### config.mk
export PLATFORM = sky130hd
export DESIGN_NAME = stoch_im2col_seq
export DESIGN_NICKNAME = d
export VERILOG_FILES = /design/src/rtl/stoch_im2col_seq.sv
export SDC_FILE = /design/constraint.sdc
export NUM_CORES = 1
export LEC_CHECK = 0
export ABC_AREA = 1
export CAP_MARGIN = 10
export CORE_UTILIZATION = 48
export DETAILED_ROUTE_END_ITERATION = 12
export GPL_TIMING_DRIVEN = 0
export HOLD_SLACK_MARGIN = 0.1
export PLACE_DENSITY = 0.76
export SETUP_SLACK_MARGIN = 0.02
export SLEW_MARGIN = 20
export SYNTH_ARGS = -nofsm -noshare
export SYNTH_HDL_FRONTEND = slang
export SYNTH_SLANG_ARGS = --single-unit
### constraint.sdc
create_clock -name CLK -period 1.5 [get_ports CLK]
set_input_delay 0.375 -clock CLK [delete_from_list [all_inputs] [get_ports CLK]]
set_output_delay 0.375 -clock CLK [all_outputs]
set_load 0.05 [all_outputs]
### src/rtl/stoch_im2col_seq.sv
// Patch/sample sequencer for stochastic signed im2col: one beat per (patch, sample).
// Define STOCH_IM2COL_SEQ_PERF_EN to add the stall_cnt/beat_cnt counters.
module stoch_im2col_seq #(
    parameter int IM_HEIGHT   = 12,
    parameter int IM_WIDTH    = 12,
    parameter int KERNEL_H    = 3,
    parameter int KERNEL_W    = 3,
    parameter int PAD_H       = 2,
    parameter int PAD_W       = 2,
    parameter int STRIDE_H    = 1,
    parameter int STRIDE_W    = 1,
    parameter int NUM_SAMPLES = 256,
    localparam int OUT_H      = (IM_HEIGHT + 2*PAD_H - KERNEL_H) / STRIDE_H + 1,
    localparam int OUT_W      = (IM_WIDTH + 2*PAD_W - KERNEL_W) / STRIDE_W + 1,
    localparam int COL_HEIGHT = OUT_H * OUT_W,
    localparam int RW         = $clog2(IM_HEIGHT + 2*PAD_H) + 1,
    localparam int CW         = $clog2(IM_WIDTH + 2*PAD_W) + 1,
    localparam int IW         = (COL_HEIGHT > 1) ? $clog2(COL_HEIGHT) : 1,
    localparam int SW         = (NUM_SAMPLES > 1) ? $clog2(NUM_SAMPLES) : 1
) (
    input  logic                 CLK,
    input  logic                 RST,
    input  logic                 start,
    input  logic                 abort,
    output logic                 busy,
    output logic                 done,
    output logic                 out_valid,
    input  logic                 out_ready,
    output logic signed [RW-1:0] win_row,
    output logic signed [CW-1:0] win_col,
    output logic [IW-1:0]        col_idx,
    output logic [SW-1:0]        sample_idx,
    output logic                 first_sample,
    output logic                 last_sample,
    output logic                 last,
    output logic                 pad_hit
`ifdef STOCH_IM2COL_SEQ_PERF_EN
    ,
    output logic [31:0]          stall_cnt,
    output logic [31:0]          beat_cnt
`endif
);

    localparam int RCW = (OUT_H > 1) ? $clog2(OUT_H) : 1;
    localparam int CCW = (OUT_W > 1) ? $clog2(OUT_W) : 1;

    localparam logic [RCW-1:0]        R_MAX = RCW'(OUT_H - 1);
    localparam logic [CCW-1:0]        C_MAX = CCW'(OUT_W - 1);
    localparam logic [SW-1:0]         S_MAX = SW'(NUM_SAMPLES - 1);
    localparam logic signed [RW-1:0]  ROW0  = RW'(-PAD_H);
    localparam logic signed [CW-1:0]  COL0  = CW'(-PAD_W);
    localparam logic signed [RW-1:0]  STR_R = RW'(STRIDE_H);
    localparam logic signed [CW-1:0]  STR_C = CW'(STRIDE_W);
    localparam logic LSAMP0 = (NUM_SAMPLES == 1);
    localparam logic LAST0  = (COL_HEIGHT == 1) && (NUM_SAMPLES == 1);
    localparam logic PAD0   = (PAD_H > 0) || (PAD_W > 0) ||
                              (KERNEL_H - PAD_H > IM_HEIGHT) ||
                              (KERNEL_W - PAD_W > IM_WIDTH);

    if (OUT_H < 1 || OUT_W < 1 || IM_HEIGHT + 2*PAD_H < KERNEL_H ||
        IM_WIDTH + 2*PAD_W < KERNEL_W) begin : g_bad_cfg
        $error("stoch_im2col_seq: output map is empty");
    end

    typedef enum logic {S_IDLE, S_RUN} state_e;

    state_e                state_q, state_d;
    logic [RCW-1:0]        r_q, r_d;
    logic [CCW-1:0]        c_q, c_d;
    logic [SW-1:0]         s_q, s_d;
    logic signed [RW-1:0]  win_row_q, win_row_d;
    logic signed [CW-1:0]  win_col_q, win_col_d;
    logic [IW-1:0]         col_idx_q, col_idx_d;
    logic                  first_q, first_d;
    logic                  lsamp_q, lsamp_d;
    logic                  last_q, last_d;
    logic                  pad_q, pad_d;
    logic                  done_q, done_d;
    logic                  valid_q, valid_d;
    logic                  busy_q, busy_d;
    logic                  fire;
    logic                  reload;

    function automatic logic pad_of(logic signed [RW-1:0] wr,
                                    logic signed [CW-1:0] wc);
        int r;
        int c;
        r = int'(wr);
        c = int'(wc);
        return (r < 0) || (c < 0) ||
               (r + KERNEL_H > IM_HEIGHT) || (c + KERNEL_W > IM_WIDTH);
    endfunction

    always_comb begin
        state_d   = state_q;
        r_d       = r_q;
        c_d       = c_q;
        s_d       = s_q;
        win_row_d = win_row_q;
        win_col_d = win_col_q;
        col_idx_d = col_idx_q;
        valid_d   = valid_q;
        busy_d    = busy_q;
        done_d    = 1'b0;
        reload    = 1'b0;
        fire      = valid_q && out_ready;
        unique case (state_q)
            S_IDLE: begin
                // start coinciding with the done pulse is dropped
                if (start && !done_q) begin
                    state_d = S_RUN;
                    valid_d = 1'b1;
                    busy_d  = 1'b1;
                end
            end
            S_RUN: begin
                if (abort) begin
                    state_d = S_IDLE;
                    valid_d = 1'b0;
                    busy_d  = 1'b0;
                    reload  = 1'b1;
                end else if (fire && last_q) begin
                    state_d = S_IDLE;
                    valid_d = 1'b0;
                    busy_d  = 1'b0;
                    done_d  = 1'b1;
                    reload  = 1'b1;
                end else if (fire) begin
                    if (s_q == S_MAX) begin
                        s_d       = '0;
                        col_idx_d = col_idx_q + 1'b1;
                        if (c_q == C_MAX) begin
                            c_d       = '0;
                            win_col_d = COL0;
                            r_d       = r_q + 1'b1;
                            win_row_d = win_row_q + STR_R;
                        end else begin
                            c_d       = c_q + 1'b1;
                            win_col_d = win_col_q + STR_C;
                        end
                    end else begin
                        s_d = s_q + 1'b1;
                    end
                end
            end
            default: state_d = S_IDLE;
        endcase
        if (reload) begin
            r_d       = '0;
            c_d       = '0;
            s_d       = '0;
            win_row_d = ROW0;
            win_col_d = COL0;
            col_idx_d = '0;
        end
        first_d = (s_d == '0);
        lsamp_d = (s_d == S_MAX);
        last_d  = (r_d == R_MAX) && (c_d == C_MAX) && (s_d == S_MAX);
        pad_d   = pad_of(win_row_d, win_col_d);
    end

`ifdef STOCH_IM2COL_SEQ_PERF_EN
    logic [31:0] stall_q, stall_d;
    logic [31:0] beats_q, beats_d;

    always_comb begin
        stall_d = stall_q;
        beats_d = beats_q;
        if (state_q == S_IDLE && start && !done_q) begin
            stall_d = '0;
            beats_d = '0;
        end else if (state_q == S_RUN) begin
            if (valid_q && !out_ready && stall_q != '1)
                stall_d = stall_q + 1'b1;
            if (fire && !abort && beats_q != '1)
                beats_d = beats_q + 1'b1;
        end
    end

    always_ff @(posedge CLK) begin
        if (RST) begin
            stall_q <= '0;
            beats_q <= '0;
        end else begin
            stall_q <= stall_d;
            beats_q <= beats_d;
        end
    end

    assign stall_cnt = stall_q;
    assign beat_cnt  = beats_q;
`endif

    always_ff @(posedge CLK) begin
        if (RST) begin
            state_q   <= S_IDLE;
            r_q       <= '0;
            c_q       <= '0;
            s_q       <= '0;
            win_row_q <= ROW0;
            win_col_q <= COL0;
            col_idx_q <= '0;
            first_q   <= 1'b1;
            lsamp_q   <= LSAMP0;
            last_q    <= LAST0;
            pad_q     <= PAD0;
            done_q    <= 1'b0;
            valid_q   <= 1'b0;
            busy_q    <= 1'b0;
        end else begin
            state_q   <= state_d;
            r_q       <= r_d;
            c_q       <= c_d;
            s_q       <= s_d;
            win_row_q <= win_row_d;
            win_col_q <= win_col_d;
            col_idx_q <= col_idx_d;
            first_q   <= first_d;
            lsamp_q   <= lsamp_d;
            last_q    <= last_d;
            pad_q     <= pad_d;
            done_q    <= done_d;
            valid_q   <= valid_d;
            busy_q    <= busy_d;
        end
    end

    assign busy         = busy_q;
    assign done         = done_q;
    assign out_valid    = valid_q;
    assign win_row      = win_row_q;
    assign win_col      = win_col_q;
    assign col_idx      = col_idx_q;
    assign sample_idx   = s_q;
    assign first_sample = first_q;
    assign last_sample  = lsamp_q;
    assign last         = last_q;
    assign pad_hit      = pad_q;

endmodule

# Word level (Yosys, flattened, before mapping)
# Cells that the tools add are included.
dict set report op_classes {
  n_bitwise 3
  muxes 45
  eq_ne 7
  n_reduce_logical 14
  n_addsub 8
  magnitude_cmp 4
}
# op n
set op_table {}
lappend op_table {{two-way mux 5 bit} 14}
lappend op_table {{two-way mux 4 bit} 14}
lappend op_table {{two-way mux 8 bit} 6}
lappend op_table {{adder 8 x 1 -> 8 bit, second input constant} 2}
lappend op_table {{equality test 8 bit, second input constant} 2}
lappend op_table {{adder 5 x 3 -> 6 bit, second input constant} 2}
lappend op_table {{equality test 4 bit, second input constant} 3}
lappend op_table {{> comparator 6 x 5 -> 1 bit, second input constant} 2}
lappend op_table {{adder 5 x 2 -> 5 bit, second input constant} 2}
lappend op_table {{less-than comparator 5 x 1 -> 1 bit, second input constant} 2}
lappend op_table {{two-way mux 1 bit} 9}
lappend op_table {{adder 4 x 1 -> 4 bit, second input constant} 2}
lappend op_table {{logical NOT 8 bit} 1}
lappend op_table {{logical AND 1 bit} 5}
lappend op_table {{AND reduction 5 bit} 1}
lappend op_table {{one-hot mux 1 bit (2 select lines)} 2}
lappend op_table {{logical OR 1 bit} 3}
lappend op_table {{inequality test 3 x 2 -> 1 bit, second input constant} 1}
lappend op_table {{inverter 1 bit} 3}
lappend op_table {{OR reduction 3 bit} 1}
lappend op_table {{inequality test 2 bit, second input constant} 1}
lappend op_table {{AND reduction 2 bit} 1}
lappend op_table {{OR reduction 2 bit} 1}
lappend op_table {{logical NOT 1 bit} 1}
dict set report totals {
  regBits 41
  output_inout_bits 33
}

# Longest topological paths before layout
# Gate-level depths: netlist of run 1.
dict set report depth {
  ltp_word 12
  mapped_depth 14
  ltp_nobuf 13
}

# Worst setup path before layout of run 1
# No wires, ideal clock.
dict set report synth_path {
  kind {reg-to-reg}
  startpoint {register s_q[0], in the netlist sample_idx[0]}
  endpoint {register col_idx_q[6], in the netlist col_idx[6]}
  arrival_time_ns 1.969
  period_less_slack_ns 2.086
  stages_incl_launch_ff 12
  setup_ns 0.117
  required_ns 1.383
  path_slack_ns -0.586
  path_cell_list {dfxtp_1 ha_1 inv_1 nor2_1 nand2_1 nor2_4 buf_6 nand3_1 nor2_1 nand3_1 nand2_1 nor2_1}
}
dict set report synth_via {
  elab_chain_cells 2
}
# element line_no
set synth_lines {}
lappend synth_lines {{from (decl)} 70} ;# logic [SW-1:0] s_q, s_d;
lappend synth_lines {{from (signal assigned)} 199} ;# s_q <= '0;
lappend synth_lines {{from (signal assigned)} 214} ;# s_q <= s_d;
lappend synth_lines {{equality test 8 bit} 129} ;# if (s_q == S_MAX) begin
lappend synth_lines {{AND reduction 5 bit (no source line)} n/a}
lappend synth_lines {{to (signal assigned)} 217} ;# col_idx_q <= col_idx_d;
lappend synth_lines {{to (decl)} 73} ;# logic [IW-1:0] col_idx_q, col_idx_d;
# Every way passes these cells.
# A chain may end at the register's enable or synchronous reset.

# Final worst setup path of run 1
dict set report layout_path {
  startpoint {register state_q}
  endpoint {register pad_q, in the netlist pad_hit}
}
dict set report layout_via {
  elab_chain_cells 6
}
# element line_no
set layout_lines {}
lappend layout_lines {{from (decl)} 67} ;# state_e state_q, state_d;
lappend layout_lines {{from (signal assigned)} 211} ;# state_q <= state_d;
lappend layout_lines {{two-way mux 5 bit or two-way mux 1 bit (tied branches)} 107} ;# unique case (state_q)
lappend layout_lines {{two-way mux 5 bit} 148} ;# if (reload) begin
lappend layout_lines {{adder 5 x 3 -> 6 bit or less-than comparator 5 x 1 -> 1 bit (tied branches)} {91, 90}}
lappend layout_lines {{> comparator 6 x 5 -> 1 bit or logical OR 1 bit (tied branches)} {91, 90}}
lappend layout_lines {{logical OR 1 bit} 90} ;# return (r < 0) || (c < 0) ||
lappend layout_lines {{logical OR 1 bit *} 91} ;# (r + KERNEL_H > IM_HEIGHT) || (c + KERNEL_W > IM_WIDTH);
lappend layout_lines {{to (signal assigned)} 221} ;# pad_q <= pad_d;
lappend layout_lines {{to (decl)} 77} ;# logic pad_q, pad_d;
# Every way passes the cells marked *; elsewhere a longest branch is shown, timed or not.

==> impl_metrics.toml, run 1 <==
[status]
status = "finished, violations left"
violations = "design-rule violations, negative setup slack"

[final_layout]
drive_gt1_share_pct = 39.6
final_cell_mix = "nand2_1, inv_1, nor2_1"
num-nets-final = 425
final_common_cell = "nand2_1"
diodes = 0
layout-area-overhead-vs-synth_pct = 43.9

[grt]
antenna_found_initial = 0
grt_pass1_wl_um = 9970
gr-total-overflow = 0
grt_pass1_vias = 2156
grt_usage_pct = 25.3
grt_max_degree = 13

[sta]
fmax_mhz = 605
hold_violations = 0
setup_ws_ps = -153
fin_worst_skew_ps = 10.8
rsz0062_at_grt = "yes"
setup_viol = 14
finalCriticalPeriod_ps = 1650
relSlewSlack_pct = 60.3
finalCritPeriodShare_pct = 110
worst_pin_slew_ps = 595
whs_ps = 460
maxSlewViolCount = 0

[pwr]
max-vdd-ir-drop_mv = 0.348
p_per_area_nw_per_um2 = 667
power.leakage_nw = 1.47
p_total_mw = 2.19

[synth]
yosys_warnings = 0
synthSimpleGateAreaFrac_pct = 41.4
synth_compound_area_share_pct = 7.17
mappedNetlistArea_um2 = 2280
synth_cell_types = 32
synthAdderAreaFrac_pct = 3.83
syn-num-nets = 352
syn_inst = 340
ys_seq_area_share_pct = 35.9
synth_ff_type = "dfxtp_1"
synth_top_family_by_area = "simple AND/OR/NAND/NOR gates"
synth_edf_count = 0
synth.area.mux_share_pct = 0
ys_seq_elements = 41
syn_area_per_cell_um2 = 6.72
ys_async_sr_fraction_pct = 0
synthXorXnorAreaFrac_pct = 1.15

[cts]
ctsHtreeMaxLevel = 2
clock-sinks = 41
cts_tree = "yes"
root_buffer = "clkbuf_8"
cts_hold_buf = 0
clockBufferDepth = 2
cts_buffers = 5
clk_pin_slew_ps = 80
clk_latency_ps = 300

[critical_path]
cp.required_ps = 1700
worst_setup_path_start_kind = "flop"
endpoint_kind = "flop"
path_max_fanout = 7
crit_type = "reg2reg"
worstRegToRegCells = 11
critPathArrivalTime_ps = 1860
rrSetupSlack_ps = -150

[min_path]
hold_path_depth = 3
hp-class = "in2reg"

[floorplanning]
die_h_um = 71.0
boundaryPins = 38
core_region_area_um2 = 4470
fp.dieW_um = 71.0
fp-row-count = 24
start_util_pct = 51.1
dieArea_um2 = 5040

[route]
via_count = 2482
dr.pass1.iters = 11
ant_nets = 0
drt_iter0_drc = 194
drc_errors = 3
drt-total-wl_um = 6600
routedWlPerCell_um = 14.2
vias_per_cell = 5.33

[placed_design]
hpwl_um = 4050
gp_congestion = 0.874
portBuffers = 36

[run]
cap_violations = 0
[through the flow]
stage | setup TNS [ps] | utilization [%] | std cells | area, um^2 | setup slack, ps
finish | -1100 | 73.5 | 466 | 3290 | -153
global route | -2510 | 73.5 | 466 | 3290 | -274
CTS | -788 | 70.8 | 458 | 3170 | -193
detailed placement | -21280 | 61.6 | 428 | 2760 | -749
global placement | -20060 | 61.6 | 428 | 2760 | -737
floorplan | -680 | - | 340 | 2330 | -168
[cells in the mapped netlist, drive strengths merged (3+ instances only)]
cell,number,area [um^2]
dfxtp,41,821
nand3b,7,60.1
ha,7,87.6
a21oi,14,70.1
buf,6,47.5
nand4,6,37.5
o21ai,12,63.8
xor2,3,26.3
nand3,39,213
nand2,91,362
nor2,52,233
nor3,7,35.0
inv,47,181
[cells by family after synthesis]
family | after synthesis
buffers and inverters | 56
xor gates and xnor gates | 3
and+or+nand+nor | 203
AOI/OAI and AO/OA | 30
DFF | 41
adders and majority gates | 7
[flip-flops by register name (all words and copies together) (netlist names), 4 cells and up]
register / count
col_idx: 8
sample_idx: 8
win_col: 5
win_row: 5
c_q: 4
r_q: 4
[cell type report]
| cell class | count | area, um^2 |
|---|---|---|
| Clock buffer | 6 | 72.6 |
| Multi-Input combinational cell | 243 | 1460 |
| Timing Repair Buffer | 66 | 538 |
| Fill cell | 349 | 1190 |
| Buffer | 8 | 65.1 |
| Tap cell | 52 | 65.1 |
| Sequential cell | 41 | 850 |
| Inverter | 48 | 201 |
| Clock inverter | 2 | 33.8 |
[power breakdown]
| group | leakage, nW | internal [mW] | switching [mW] | total [mW] |
|---|---|---|---|---|
| logic | 1.08 | 0.0707 | 0.124 | 0.195 |
| clock network | 0.0528 | 0.492 | 0.403 | 0.894 |
| registers | 0.339 | 1.09 | 0.0107 | 1.10 |
| total | 1.47 | 1.65 | 0.537 | 2.19 |
[layer usage]
layer / track usage, % / part of all wire [%]
met3: 5.41 / 7.1
met2: 42.4 / 48
met5: 0 / 0
met1: 32.8 / 42
met4: 7.33 / 2.1
[timing repair]
item                                    CTS  global route
buffers inserted                         22            10
gates resized for setup                 143            59
pin swaps                                20            15
endpoints found under the setup margin   71            46
hold endpoints to repair                  0             0
[critical path, cell delays in order (launching register included)]
cell and delay [ps]:
dfxtp_2 320, buf_6 120, inv_8 40, nor2_4 170
nand2_4 100, nor2_4 160, buf_6 160, nand3_4 100
o21ai_4 150, nand3_2 90, a21oi_2 100, nand2_1 50
[final timing paths]
check                                 from    endpoint
worst min register to register  col_idx[7]  col_idx[7]
worst max-delay path               state_q     pad_hit
worst max register to register     state_q     pad_hit
worst min-delay path             out_ready        done
(Power assumes the default switching activity.)
==> inputs of run 2 (changes only) <==
CORE_ASPECT_RATIO = 0.7   (was default)
==> run 2 against run 1 <==
The run still ends with design-rule violations, negative setup slack left; register-to-register slack got worse by 30 ps; non-clock buffer count fell by 1; sequential cell count did not move; clock-buffer cell count rose by 1.
==> impl_metrics.toml, run 2 (synthesis gave the netlist of run 1 again) <==
[final_layout]
final_cell_mix = "nand2_1, inv_1, nor2_1"
fin_cells = 468
design_area_um2 = 3290
diodes = 0
num-nets-final = 424
drive_gt1_share_pct = 39.7
final_common_cell = "nand2_1"
layout-area-overhead-vs-synth_pct = 44.1
fillers = 319

[placed_design]
placed_cell_area_um2 = 2760
gp_congestion = 0.904
hpwl_um = 4360
dp_slack_ps = -767
portBuffers = 36
placed_cells = 431

[grt]
grt_pass1_vias = 2260
grt_usage_pct = 27.2
grt_pass1_wl_um = 10500
gr-total-overflow = 0
antenna_found_initial = 0
grt_max_degree = 13

[pwr]
p_total_mw = 2.12
power.leakage_nw = 1.51
p_per_area_nw_per_um2 = 645
max-vdd-ir-drop_mv = 0.442

[route]
drt-total-wl_um = 6990
via_count = 2530
ant_nets = 0
drt_iter0_drc = 196
vias_per_cell = 5.41
dr.pass1.iters = 9
routedWlPerCell_um = 14.9
drc_errors = 4

[cts]
cts_tree = "yes"
root_buffer = "clkbuf_8"
clockBufferDepth = 2
cts_buffers = 5
clk_pin_slew_ps = 80
clock-sinks = 41
ctsHtreeMaxLevel = 2
clk_latency_ps = 300

[sta]
setup_viol = 13
finalCritPeriodShare_pct = 112
finalCriticalPeriod_ps = 1690
relSlewSlack_pct = 63.7
rsz0062_at_grt = "yes"
worst_pin_slew_ps = 545
fmax_mhz = 593
hold_violations = 0
fin_worst_skew_ps = 5.42
maxSlewViolCount = 0
setup_ws_ps = -187

[status]
status = "finished, violations left"
violations = "design-rule violations, negative setup slack"

[min_path]
hp-class = "reg2reg"

[floorplanning]
boundaryPins = 38
fp.dieW_um = 84.5
core_region_area_um2 = 4450
die_h_um = 59.7
fp-row-count = 20
dieArea_um2 = 5040
start_util_pct = 51.3

[critical_path]
path_max_fanout = 8
critPathArrivalTime_ps = 1890
worst_setup_path_start_kind = "flop"
rrSetupSlack_ps = -190
crit_type = "reg2reg"
cp.required_ps = 1700
endpoint_kind = "flop"

[run]
cap_violations = 0
run 2: area by class of cell:
type | count | area (um^2) | area share (%)
tap | 55 | 68.8 | 2.09
clock buffer | 7 | 96.3 | 2.93
clock inverter | 1 | 5.00 | 0.152
inverter | 48 | 196 | 5.97
multi-input combinational | 243 | 1480 | 44.9
timing repair buffer | 65 | 527 | 16.0
sequential | 41 | 850 | 25.8
buffer | 8 | 71.3 | 2.17
run 2: worst paths after layout:
check	start	depth (start not counted)	endpoint
setup / recovery	state_q	13	pad_hit
setup reg to reg	state_q	13	pad_hit
hold reg to reg	col_idx[7]	2	col_idx[7]
hold / removal	col_idx[7]	2	col_idx[7]
run 2: stage by stage:
stage                     util [%]  hold WS, ps  TNS, ps
after global placement        62.0          468   -20860
after global routing          73.9          504    -2630
final                         73.9          476     -934
after CTS                     71.7          472     -545
after detailed placement      62.0          472   -21220
after floorplan                  -          474     -680
run 2: per-layer routing:
layer  part of all wire (%)  track usage, %  wire length [um]  up-vias
met5                      0               0                 0        -
met4                    2.1            9.69               144        0
met3                    7.5            7.60               523       22
met2                     45            41.9              3140      107
met1                     45            37.0              3180     1169
li1                       -               -                 -     1232
run 2: repair_timing:
action	CTS	global route
hold buffers	0	0
gates resized for setup	155	59
pin swaps	12	20
setup endpoints to repair	71	42
setup buffers	23	7
run 2: critical path: stages, from the launching register on:
cell     delay, ps
dfxtp_2        330
buf_6          130
inv_8           50
nor2_4         150
nand2_4         90
nor2_4         180
nand2_2         90
buf_8          150
inv_6           60
nand2_2         40
nand2_2         70
nand2_1         60
a21oi_2        120
nand2_1         50
run 2: power by group:
| part | internal [mW] | total (mW) | switching, mW |
|---|---|---|---|
| Sequential | 1.09 | 1.10 | 0.0124 |
| Clock | 0.417 | 0.834 | 0.417 |
| Combinational | 0.0670 | 0.188 | 0.120 |
| Total | 1.57 | 2.12 | 0.550 |
==> inputs of run 3 (changes only) <==
CORE_UTILIZATION = 44   (was 48)
PLACE_DENSITY = 0.71   (was 0.76)
==> run 3 against run 2 <==
The flow finishes with violations (negative setup slack); sequential cell count stayed put; worst setup slack gained 7.9 ps; critical path depth is 2 lower; cell count grew 1.3%; worst hold slack worse by 5.8 ps; clock-buffer cell count did not move; first-iteration DRC count increased by 44%; core utilization shrank 6.6 points; sequential share of layout area about the same; die area rose by 8.8%; global-route usage is 4.4 points lower; largest cell class unchanged; largest power group unchanged.
==> impl_metrics.toml, run 3 (synthesis gave the netlist of run 1 again) <==
[status]
violations = "negative setup slack"
status = "finished, violations left"

[critical_path]
cp_slowest_stage_delay_ps = 380
crit_chain = "ha_4 -> inv_2 -> nor2_4 -> nand2_4 -> nor2_4 -> buf_8 -> nand3_4 -> o21ai_2 -> nand3_1 -> a21oi_1 -> nand2_1"
endpoint_kind = "flop"
path_max_fanout = 8
cp.required_ps = 1690
critPathSlowestCell = "dfxtp_4"
worst-path-buf-inv = 2
critPathArrivalTime_ps = 1860
crit_type = "reg2reg"
cp_common_cell = "nor2_4"
worst_setup_path_start_kind = "flop"
cp_top_family = "simple AND/OR/NAND/NOR gates"

[sta]
maxSlewViolCount = 0
setup_viol = 10
hold_violations = 0
finalCriticalPeriod_ps = 1680
worst_pin_slew_ps = 528
relSlewSlack_pct = 64.8
fmax_mhz = 595
setup_ws_ps = -179
fin_worst_skew_ps = 9.58
finalCritPeriodShare_pct = 112
rsz0062_at_grt = "yes"
finalSetupTns_ps = -780

[placed_design]
hpwl_um = 4250
dp_slack_ps = -779
gp_congestion = 0.884
portBuffers = 36

[final_layout]
final_cell_mix = "nand2_1, inv_1, nor2_1"
post-route-util_pct = 67.3
drive_gt1_share_pct = 39.5
final_common_cell = "nand2_1"
diodes = 0
num-nets-final = 416
layout-area-overhead-vs-synth_pct = 43.9

[floorplanning]
fp.dieW_um = 88.1
dieArea_um2 = 5490
die_h_um = 62.3
core_region_area_um2 = 4890
start_util_pct = 46.7
boundaryPins = 38
fp-row-count = 21

[run]
cap_violations = 0

[pwr]
pwr-share-comb_pct = 8.3
p_switching_uw = 520
clkPwrFrac_pct = 38.8
max-vdd-ir-drop_mv = 0.378
power.leakage_nw = 1.48
seqPwrFrac_pct = 52.8
switching_share_pct = 24.9
p_int_mw = 1.57
p_per_area_nw_per_um2 = 635
p_total_mw = 2.09

[grt]
grt_max_degree = 13
grt_usage_pct = 22.7
antenna_found_initial = 0
gr-total-overflow = 0
grt_pass1_wl_um = 9630
grt_pass1_vias = 2089

[cts]
clock-sinks = 41
cts_hold_buf = 0
clk_latency_ps = 290
root_buffer = "clkbuf_8"
cts_tree = "yes"
cts_buffers = 5
clockBufferDepth = 2
ctsHtreeMaxLevel = 2
clk_pin_slew_ps = 80

[route]
drt_iter0_drc = 283
via_count = 2437
routedWlPerCell_um = 13.4
drc_errors = 0
ant_nets = 0
vias_per_cell = 5.14
drt-total-wl_um = 6350
dr.pass1.iters = 5

[min_path]
hp-class = "reg2reg"
==> run 3: cell types whose count changed in the layout (fill, tap and decap cells not counted), moves of 3 or more <==
cell	change
buf_4	-7
nand2_1	-5
nand2_2	+4
buf_2	-3
buf_6	-3
inv_2	-3
nor2_1	-3
nor2_2	+3
==> run 3: layout make-up <==
cell class | instances | area (um^2)
repair buffers | 58 | 507
clock inverters | 1 | 5.00
clock buffers | 7 | 96.3
flip-flops and latches | 41 | 848
multi-input cells | 243 | 1480
plain buffers | 7 | 57.6
fillers | 421 | 1600
inverters | 48 | 204
well taps | 69 | 86.3
==> run 3: power groups by stage <==
| stage | registers [mW] | clock network (mW) | logic, mW |
|---|---|---|---|
| detailed placement | 1.13 | 0 | 0.145 |
| finish | 1.10 | 0.811 | 0.174 |
| floorplan | 1.14 | 0 | 0.0847 |
| global placement | 1.13 | 0 | 0.143 |
| CTS | 1.10 | 0.826 | 0.169 |
| global route | 1.10 | 0.882 | 0.188 |
==> run 3: per-layer routing <==
metal	part of all wire (%)	routed length, um	GRT usage (%)
met4	0.87	55	6.45
met3	7.7	492	6.12
met2	43	2740	31.5
met5	0	0	0
met1	48	3060	34.0
==> run 3: timing repair <==
action | CTS | global route
gates resized for setup | 125 | 84
endpoints found under the setup margin | 71 | 46
buffers inserted | 15 | 7
endpoints found under the hold margin | 0 | 0
pin swaps | 9 | 19
==> run 3: stage by stage <==
step                instance area [um^2]  cells  hold WS, ps
floorplan                           2330    340          474
global placement                    2780    445          466
detailed placement                  2780    445          470
CTS                                 3120    468          476
global route                        3290    474          509
finish                              3290    474          470
==> run 3: tightest hold or removal path, stage by stage (launching register included) <==
cell and delay, ps:
dfxtp_1 330, nand2_2 50, a21oi_1 50
==> run 3: worst paths after layout <==
path,startpoint,endpoint,slack [ps],cells after the start
worst min-delay path,col_idx[7],col_idx[7],470,2
worst max-delay path,sample_idx[0],pad_hit,-180,11
worst min register to register,col_idx[7],col_idx[7],470,2
worst max register to register,sample_idx[0],pad_hit,-180,11
==> patch, RTL diff (settings of run 1) <==
Set the parameter `KERNEL_H` to 6 (it was 3).
--- a/src/rtl/stoch_im2col_seq.sv
+++ b/src/rtl/stoch_im2col_seq.sv
@@ -4,5 +4,5 @@
     parameter int IM_HEIGHT   = 12,
     parameter int IM_WIDTH    = 12,
-    parameter int KERNEL_H    = 3,
+    parameter int KERNEL_H    = 6,
     parameter int KERNEL_W    = 3,
     parameter int PAD_H       = 2,
Behaviour: same outputs for any inputs over 10 cycles, from zero or initial values and one cycle with RST high; that may be too few to reach the edited logic, so the function may still have changed.
==> patch against run 1 <==
The run ends with negative setup slack left. Total power is 2.6% lower. Setup slack got worse by 0.24 ns. Highest routed layer unchanged. Clock skew down 0.0022 ns. Critical path type unchanged. Sequential cell count did not move. Design area up 4.7%. Routed wire length increased by 2.1%. Clock power shrank 2.9%. Area after synthesis rose by 3.5%.
==> patch: results <==
export IMPL_violations="negative setup slack"
export IMPL_path_clk_slew_ns=0.09
export IMPL_first_iter_violations=155
export IMPL_met1_usage_pct=29.0
export IMPL_met3_length_um=406
export IMPL_grt_start_max_net_pins=13
export IMPL_drive_above_1_share_pct=39.7
export IMPL_nFillCells=363
export IMPL_status="complete, but fails checks"
export IMPL_synth_common_cells="nand2_1 (90), nor2_1 (51), dfxtp_1 (41), inv_1 (41), nand3_1 (30)"
export IMPL_finalSetupViolCount=19
export IMPL_finalMaxSlewViolations=0
export IMPL_place_gp_congestion=0.864
export IMPL_wl_um=6740
export IMPL_dpl_hpwl_um=4080
export IMPL_use_met2_pct=42.3
export IMPL_cts_root_buf="clkbuf_8"
export IMPL_tns_ns=-2.89
export IMPL_syn_nets=363
export IMPL_cellInternalPower_uw=1610
export IMPL_routed_top_layer="met4"
export IMPL_synth_warnings=0
export IMPL_grt_first_pass_wirelength_um=9880
export IMPL_maxSlewHeadroom_pct=64.7
export IMPL_antenna_found_initial=0
export IMPL_crit_fanout=4
export IMPL_clkPwrFrac_pct=40.7
export IMPL_grtUsageTotal_pct=24.3
export IMPL_hold_path_class="flip-flop to flip-flop"
export IMPL_worst_clock_skew_ns=0.00861
export IMPL_met3_usage_pct=5.56
export IMPL_cpMaxStageDelayCell="dfxtp_4"
export IMPL_p_comb_share_pct=8.3
export IMPL_viasPerCell=5.15
export IMPL_clock_latency_ns=0.30
export IMPL_yosysSeqAreaShare_pct=34.7
export IMPL_p_leak_uw=0.00159
export IMPL_cts_made_buffers=5
export IMPL_firstDrtPassIters=5
export IMPL_io_buffers=36
export IMPL_pg_clk_uw=868
export IMPL_crit_path_max_incr_delay_ns=0.37
export IMPL_wl_met2_um=3400
export IMPL_nets=438
export IMPL_arrival_ns=2.09
export IMPL_yosys_top_cells_area="dfxtp_1 (35%), nand2_1 (14%), nor2_1 (8.1%)"
export IMPL_grt_pass1_vias=2253
export IMPL_ys_flop_type="dfxtp_1"
export IMPL_diodes=0
export IMPL_placed_cell_area_um2=2870
export IMPL_fin_ws_ns=-0.390
export IMPL_vdd_drop_max_mv=0.457
export IMPL_wl_met1_um=2750
export IMPL_preCtsSetupSlack_ns=-1.06
export IMPL_synth_cell_types=35
export IMPL_drtAntennaViolNets=0
## patch: through the flow
stage | utilization, % | instances
floorplan | - | 350
global placement | 60.7 | 453
detailed placement | 60.7 | 453
CTS | 68.7 | 479
global route | 72.9 | 493
finish | 72.9 | 493
## patch: worst reg2reg max path: cells and delay by family, from the launching register on
kind,cells,cell delay (ns)
adder cells (fa/ha/maj),2,0.40
flip-flops,1,0.37
AND/OR/NAND/NOR,11,0.98
buffers and inverters,1,0.05
## patch: kinds of logic after synthesis
kind of cell / count (synthesis) / share of synthesized area [%]
xor gates and xnor gates: 5 / 1.85
DFF: 41 / 34.7
adders and majority gates: 8 / 4.24
AOI/OAI and AO/OA: 22 / 4.92
buffers and inverters: 52 / 9.05
and+or+nand+nor: 222 / 45.2
## patch: worst paths after layout
check                                start                       to  slack (ns)  cells after the start
setup reg to reg  sample_idx[0]$_SDFF_PP0_       pad_hit$_SDFF_PP1_       -0.39                     14
hold / removal     col_idx[7]$_SDFFE_PP0P_  col_idx[7]$_SDFFE_PP0P_        0.49                      2
setup / recovery  sample_idx[0]$_SDFF_PP0_       pad_hit$_SDFF_PP1_       -0.39                     14
hold reg to reg    col_idx[7]$_SDFFE_PP0P_  col_idx[7]$_SDFFE_PP0P_        0.49                      2
## patch: repair_timing
action,CTS,global route
buffers inserted,18,16
cloned,0,0
hold endpoints to repair,0,0
pin swaps,15,30
setup endpoints to repair,69,41
gates resized for setup,131,53
## patch: final cells by class
cell class	instances	area [um2]	area share, %
Timing Repair Buffer	68	584	17.0
Inverter	47	183	5.31
Tap cell	67	83.8	2.44
Buffer	5	37.5	1.09
Multi-Input combinational cell	257	1580	45.8
Sequential cell	41	866	25.2
Clock buffer	8	111	3.24
